==> config.mk <==
export PLATFORM = sky130hd
export DESIGN_NAME = param_code_lock
export DESIGN_NICKNAME = d
export VERILOG_FILES = /design/src/rtl/code_lock_pkg.sv /design/src/rtl/lock_timer.sv /design/src/rtl/param_code_lock.sv
export SDC_FILE = /design/constraint.sdc
export NUM_CORES = 1
export LEC_CHECK = 0
export BUFFER_PORTS_ARGS = -buffer_cell sky130_fd_sc_hd__buf_4
export CORE_ASPECT_RATIO = 1.4
export CORE_UTILIZATION = 57
export DETAILED_ROUTE_END_ITERATION = 12
export PLACE_DENSITY_LB_ADDON = 0.05
export SLEW_MARGIN = 20
export SYNTH_ARGS = -nofsm -noshare
export SYNTH_HDL_FRONTEND = slang
export SYNTH_SLANG_ARGS = --single-unit
==> constraint.sdc <==
create_clock -name clk -period 2.9 [get_ports clk]
set_input_delay 0 -clock clk [delete_from_list [all_inputs] [get_ports clk]]
set_output_delay 0 -clock clk [all_outputs]
set_load 0.1 [all_outputs]
==> src/rtl/code_lock_pkg.sv <==
// Shared types and width helpers for the parameterised code lock.
// Pure declarations: no logic, no latency, no flow control.
package code_lock_pkg;

  typedef enum logic [1:0] {
    ENTRY = 2'd0,
    OPEN  = 2'd1,
    ALARM = 2'd2
  } state_t;

  // Index/count width for n distinct values, never narrower than one bit.
  function automatic int idx_w(input int n);
    return (n > 1) ? $clog2(n) : 1;
  endfunction

  function automatic int max_of(input int a, input int b);
    return (a > b) ? a : b;
  endfunction

endpackage

==> src/rtl/lock_timer.sv <==
// Loadable down-counter with a done flag; load wins over counting, stops at zero.
// One-cycle load latency; no backpressure.
module lock_timer #(
  parameter int W = 5
) (
  input  logic         clk,
  input  logic         reset,
  input  logic         load,
  input  logic [W-1:0] load_val,
  output logic         done
);

  logic [W-1:0] count;

  always_ff @(posedge clk) begin
    if (!reset)
      count <= '0;
    else if (load)
      count <= load_val;
    else if (count != '0)
      count <= count - W'(1);
  end

  assign done = (count == '0);

endmodule

==> src/rtl/param_code_lock.sv <==
// Digit-entry code lock with open window, fail counting and alarm lockout.
// All outputs registered (one clock after the causing input); no backpressure, digits accepted every clock.
module param_code_lock
  import code_lock_pkg::*;
#(
  parameter int DIGITS         = 4,
  parameter int DIGIT_W        = 3,
  parameter int MAX_TRIES      = 3,
  parameter int UNLOCK_CYCLES  = 10,
  parameter int LOCKOUT_CYCLES = 20,
  parameter logic [DIGITS*DIGIT_W-1:0] RESET_CODE = (DIGITS*DIGIT_W)'(12'h688)
) (
  input  logic                              clk,
  input  logic                              reset,
  input  logic [DIGIT_W-1:0]                digit,
  input  logic                              digit_valid,
  input  logic                              abort,
  input  logic                              relock,
  input  logic                              code_wr,
  input  logic [DIGITS*DIGIT_W-1:0]         code_in,
  output logic [idx_w(DIGITS)-1:0]          sel,
  output logic                              locked,
  output logic                              alarm,
  output logic                              entimer,
  output logic                              err,
  output logic [idx_w(MAX_TRIES+1)-1:0]     tries_left
);

  localparam int SEL_W  = idx_w(DIGITS);
  localparam int TRY_W  = idx_w(MAX_TRIES + 1);
  localparam int TMR_W  = idx_w(max_of(UNLOCK_CYCLES, LOCKOUT_CYCLES));
  localparam int CODE_W = DIGITS * DIGIT_W;

  state_t             state, state_n;
  logic [SEL_W-1:0]   idx, idx_n;
  logic               mismatch, mis_n, mis_now;
  logic [TRY_W-1:0]   fails, fails_n;
  logic [CODE_W-1:0]  code, code_n;
  logic [DIGIT_W-1:0] exp_digit;
  logic               err_n;
  logic               t_load, t_done;
  logic [TMR_W-1:0]   t_val;

  assign exp_digit = code[idx*DIGIT_W +: DIGIT_W];
  assign sel       = idx;

  always_comb begin
    state_n = state;
    idx_n   = idx;
    mis_n   = mismatch;
    fails_n = fails;
    code_n  = code;
    err_n   = 1'b0;
    t_load  = 1'b0;
    t_val   = '0;
    mis_now = mismatch | (digit != exp_digit);

    case (state)
      ENTRY: begin
        if (abort) begin
          idx_n = '0;
          mis_n = 1'b0;
        end else if (digit_valid) begin
          // A wrong digit only poisons the entry; the full length is always consumed.
          if (idx == SEL_W'(DIGITS - 1)) begin
            idx_n = '0;
            mis_n = 1'b0;
            if (!mis_now) begin
              state_n = OPEN;
              fails_n = '0;
              t_load  = 1'b1;
              t_val   = TMR_W'(UNLOCK_CYCLES - 1);
            end else begin
              fails_n = fails + TRY_W'(1);
              err_n   = 1'b1;
              if (fails_n == TRY_W'(MAX_TRIES)) begin
                state_n = ALARM;
                t_load  = 1'b1;
                t_val   = TMR_W'(LOCKOUT_CYCLES - 1);
              end
            end
          end else begin
            idx_n = idx + SEL_W'(1);
            mis_n = mis_now;
          end
        end
      end
      OPEN: begin
        if (code_wr)
          code_n = code_in;
        if (relock || t_done)
          state_n = ENTRY;
      end
      ALARM: begin
        if (t_done) begin
          state_n = ENTRY;
          fails_n = '0;
        end
      end
      default: state_n = ENTRY;
    endcase
  end

  always_ff @(posedge clk) begin
    if (!reset) begin
      state      <= ENTRY;
      idx        <= '0;
      mismatch   <= 1'b0;
      fails      <= '0;
      code       <= RESET_CODE;
      locked     <= 1'b1;
      alarm      <= 1'b0;
      entimer    <= 1'b0;
      err        <= 1'b0;
      tries_left <= TRY_W'(MAX_TRIES);
    end else begin
      state      <= state_n;
      idx        <= idx_n;
      mismatch   <= mis_n;
      fails      <= fails_n;
      code       <= code_n;
      locked     <= (state_n != OPEN);
      alarm      <= (state_n == ALARM);
      entimer    <= (state_n == OPEN);
      err        <= err_n;
      tries_left <= TRY_W'(MAX_TRIES) - fails_n;
    end
  end

  lock_timer #(.W(TMR_W)) u_timer (
    .clk      (clk),
    .reset    (reset),
    .load     (t_load),
    .load_val (t_val),
    .done     (t_done)
  );

endmodule
==> impl_summary.log <==
[metrics] run status: finished clean
[metrics] Residual DRC: 0
[metrics] CTS tree: done
[metrics] largest net degree at the start of global routing: 17
[metrics] final clock period utilization by the worst path: 69.61%
[metrics] number of antenna cells inserted: 0
[metrics] 1st-pass router iterations: 4
[metrics] endpoints failing setup: 0
[metrics] Routed Antenna Nets: 0
[metrics] reported leakage power: 0.7560 nW
[metrics] relative area change from synthesis to final layout: 31.67%
[metrics] Finished Core Util: 78.55%
[metrics] sequential area share after synthesis: 42.11%
[metrics] Post-Synthesis Net Count: 177
[metrics] Die X: 44.28 µm
[metrics] Final TNS setup: 0 ns
[metrics] critical path class: flop to flop
[metrics] post-place setup slack: 0.9150 ns
[metrics] CP Data Required Time: 3.18 ns
[metrics] Clock Root Buffer: clkbuf_4
[metrics] via-per-instance ratio: 5.506
[metrics] global route overflow: 0
[metrics] startpoint types: flop
[metrics] cell count after synthesis: 152
[metrics] sort of element at the end of the critical path: flop
[metrics] source-to-sink clock delay at the later pin of the worst-skew pair: 0.33 ns
[metrics] clk sink count: 30
[metrics] detailed-placement wirelength estimate: 2.145 mm
[metrics] # Max-Cap Violations: 0
[metrics] number of port buffers: 28
[metrics] slew at the pin with the worst max-slew slack: 0.7329 ns
[metrics] Max VDD drop: 427.3 µV
[metrics] overall die area: 2709 µm²
[metrics] core area: 2391 µm²
[metrics] Placed Instance Area: 1638 µm²
[metrics] total number of placement rows: 21
[metrics] number of H-tree branching levels: 2
[metrics] final critical path time including I/O delays and setup: 2.019 ns
[metrics] setup ws final: 0.8814 ns
[metrics] Post-Syn Area: 1426 µm²
[metrics] RSZ-0062 raised after global routing: no
[metrics] setup repair bufs after CTS: 0
[metrics] Fmax achieved: 495.4 MHz
[metrics] CTS clock-pin slew for the worst setup and hold paths: 0.09 ns
[metrics] CTS Buffer Depth: 2
[metrics] worst slew margin relative to its limit: 51.01%
[metrics] Hold WC Path Type: input pin to flop
[metrics] power per unit of standard cell area: 537.9 nW/µm²
[metrics] number of global-route vias before repair: 1,227
[metrics] number of I/O pins: 29
[metrics] final-report max-slew violation count: 0
[metrics] Final nets: 223
[metrics] Design Area, Final: 1878 µm²
[metrics] Setup Skew: 0.001860 ns
[metrics] antenna violations before repair: 0
[metrics] number of buffers created by CTS: 5
[metrics] Seq cells post-synth: 30
[metrics] last weighted congestion value of the routability-driven placer: 0.7886
[metrics] Final Hold Violating Endpoints: 0
[metrics] Fillers: 167
[metrics] Arr. time, crit path: 2.30 ns
[metrics] Post-Route WL: 3.448 mm
[metrics] share of final-layout standard cells stronger than drive strength 1: 23.62%
[metrics] wire length of the first global-routing pass: 5.444 mm
[metrics] All-Layer GR Usage: 28.35%
[metrics] vias post-DR: 1,283
[metrics] Initial Utilization: 59.65%
[metrics] Synth Warn #: 0
[metrics] Chip Height: 61.19 µm
[metrics] initial DRC count: 21
[metrics] top fanout value on the critical path: 16
[metrics] routed length per placed instance: 14.80 µm
[metrics] Post-Synthesis Mean Instance Area: 9.384 µm²
[metrics] Netlist cell types: 38
state kept, by name (all words and copies together), names as in the netlist, named ones only:
register,count
tries_left,2
entimer,1
state,2
code,12
mismatch,1
alarm,1
sel,2
u_timer.count,5
locked,1
err,1
worst max-delay path, stage by stage, from the launching register on:
cell,delay [ns]
dfxtp_1,0.57
mux4_2,0.57
xor2_1,0.19
a31oi_4,0.41
a31o_2,0.23
layout by cell type (no fill, tap or decap), drive strengths merged, types with 2 or more instances in the layout:
master and count:
nand3 4, nor2b 5, a21oi 14, o21ai 5, a211oi 2, dlygate4sd3 18
ha 4, nor3 4, a31o 4, clkbuf 7, nand2 27, nand3b 3
nor3b 2, mux4 2, nor4b 2, inv 4, and3 2, buf 28
xor2 2, nor2 6, dfxtp 30, mux2i 6, a31oi 3, xnor2 2
layout make-up:
type | instances | area, µm² | area share [%]
clock inverter | 1 | 5.005 | 0.2665
timing repair buffer | 46 | 390.4 | 20.79
multi-input combinational | 111 | 769.5 | 40.97
tap | 34 | 42.54 | 2.265
sequential | 30 | 600.6 | 31.98
inverter | 4 | 15.01 | 0.7995
clock buffer | 7 | 55.05 | 2.931
report_power, final:
part	total [mW]	internal, mW	switching [mW]
clock	0.261	0.117	0.144
combinational	0.282	0.148	0.134
sequential	0.467	0.441	0.0254
total	1.01	0.707	0.303
path summary, 6_finish.rpt:
kind / endpoint / slack, ns / start / cells after the start
worst min-delay path: sel[0] / 0.04 / abort / 4
worst max register to register: tries_left[0] / 0.88 / sel[0] / 4
worst min register to register: code[2] / 0.47 / code[2] / 2
worst max-delay path: tries_left[0] / 0.88 / sel[0] / 4
synthesized netlist by cell type:
cell type / number / area, µm²
nor3b_1: 2 / 15.01
a211oi_1: 2 / 15.01
mux2i_1: 6 / 60.06
o22ai_1: 1 / 6.260
a22oi_1: 1 / 7.510
a32o_1: 1 / 10.01
a221oi_1: 1 / 8.760
xor2_1: 2 / 17.52
inv_1: 4 / 15.01
nor2_4: 1 / 11.26
mux4_2: 2 / 45.04
a31oi_4: 1 / 21.27
o21ai_0: 5 / 25.02
xnor2_1: 2 / 17.52
nor4b_2: 1 / 15.01
nor3_1: 4 / 20.02
nand4b_1: 1 / 8.760
nand3b_1: 3 / 22.52
nand3_1: 4 / 20.02
o21bai_1: 1 / 7.510
a21oi_1: 14 / 70.07
ha_1: 4 / 50.05
nor2b_1: 5 / 31.28
buf_6: 2 / 22.52
nor4bb_1: 1 / 10.01
a31o_2: 4 / 35.03
nand2_1: 27 / 101.4
mux2_2: 1 / 11.26
nor2_1: 5 / 18.77
clkbuf_1: 5 / 18.77
a21boi_1: 1 / 7.510
and3_1: 2 / 12.51
dfxtp_1: 30 / 600.6
o211ai_2: 1 / 12.51
o211a_1: 1 / 10.01
and3b_1: 1 / 8.760
a31oi_1: 2 / 12.51
nor4b_4: 1 / 23.77
through the flow:
| stage | instances | power, mW | hold WS (ns) |
|---|---|---|---|
| after CTS | 233 | 1.011 | 0.02711 |
| final | 233 | 1.010 | 0.03517 |
| after detailed placement | 207 | 0.7395 | 0.2130 |
| after floorplan | 152 | 0.6797 | 0.1242 |
| after global placement | 207 | 0.7327 | 0.2078 |
| after global routing | 233 | 1.057 | 0.05103 |
cells by family (layout without fill, tap and decap cells):
logic type                 count (synthesis)  in the layout  synth area share, %
AOI/OAI and AO/OA                         36             36                17.46
xor gates and xnor gates                   4              4                2.457
adders and majority gates                  4              4                3.509
buffers and inverters                     11             58                3.947
DFF                                       30             30                42.11
muxes                                      9              9                8.158
and+or+nand+nor                           58             58                22.37
what timing repair did:
| action | in CTS | in global routing |
|---|---|---|
| endpoints found under the setup margin | 0 | 0 |
| hold buffers | 18 | 0 |
| hold endpoints to repair | 16 | 0 |
| resized for setup | 0 | 0 |
metal layers:
metal | track usage [%] | wire length (µm) | up-vias | share of wire, %
met1 | 27.49 | 1362 | 592 | 40
met3 | 7.625 | 137 | 13 | 4.0
met4 | 16.88 | 114 | 0 | 3.3
li1 | - | - | 639 | -
met5 | 0 | 0 | - | 0
met2 | 52.73 | 1833 | 39 | 53
No activity file was read; power rests on OpenSTA's default activity.
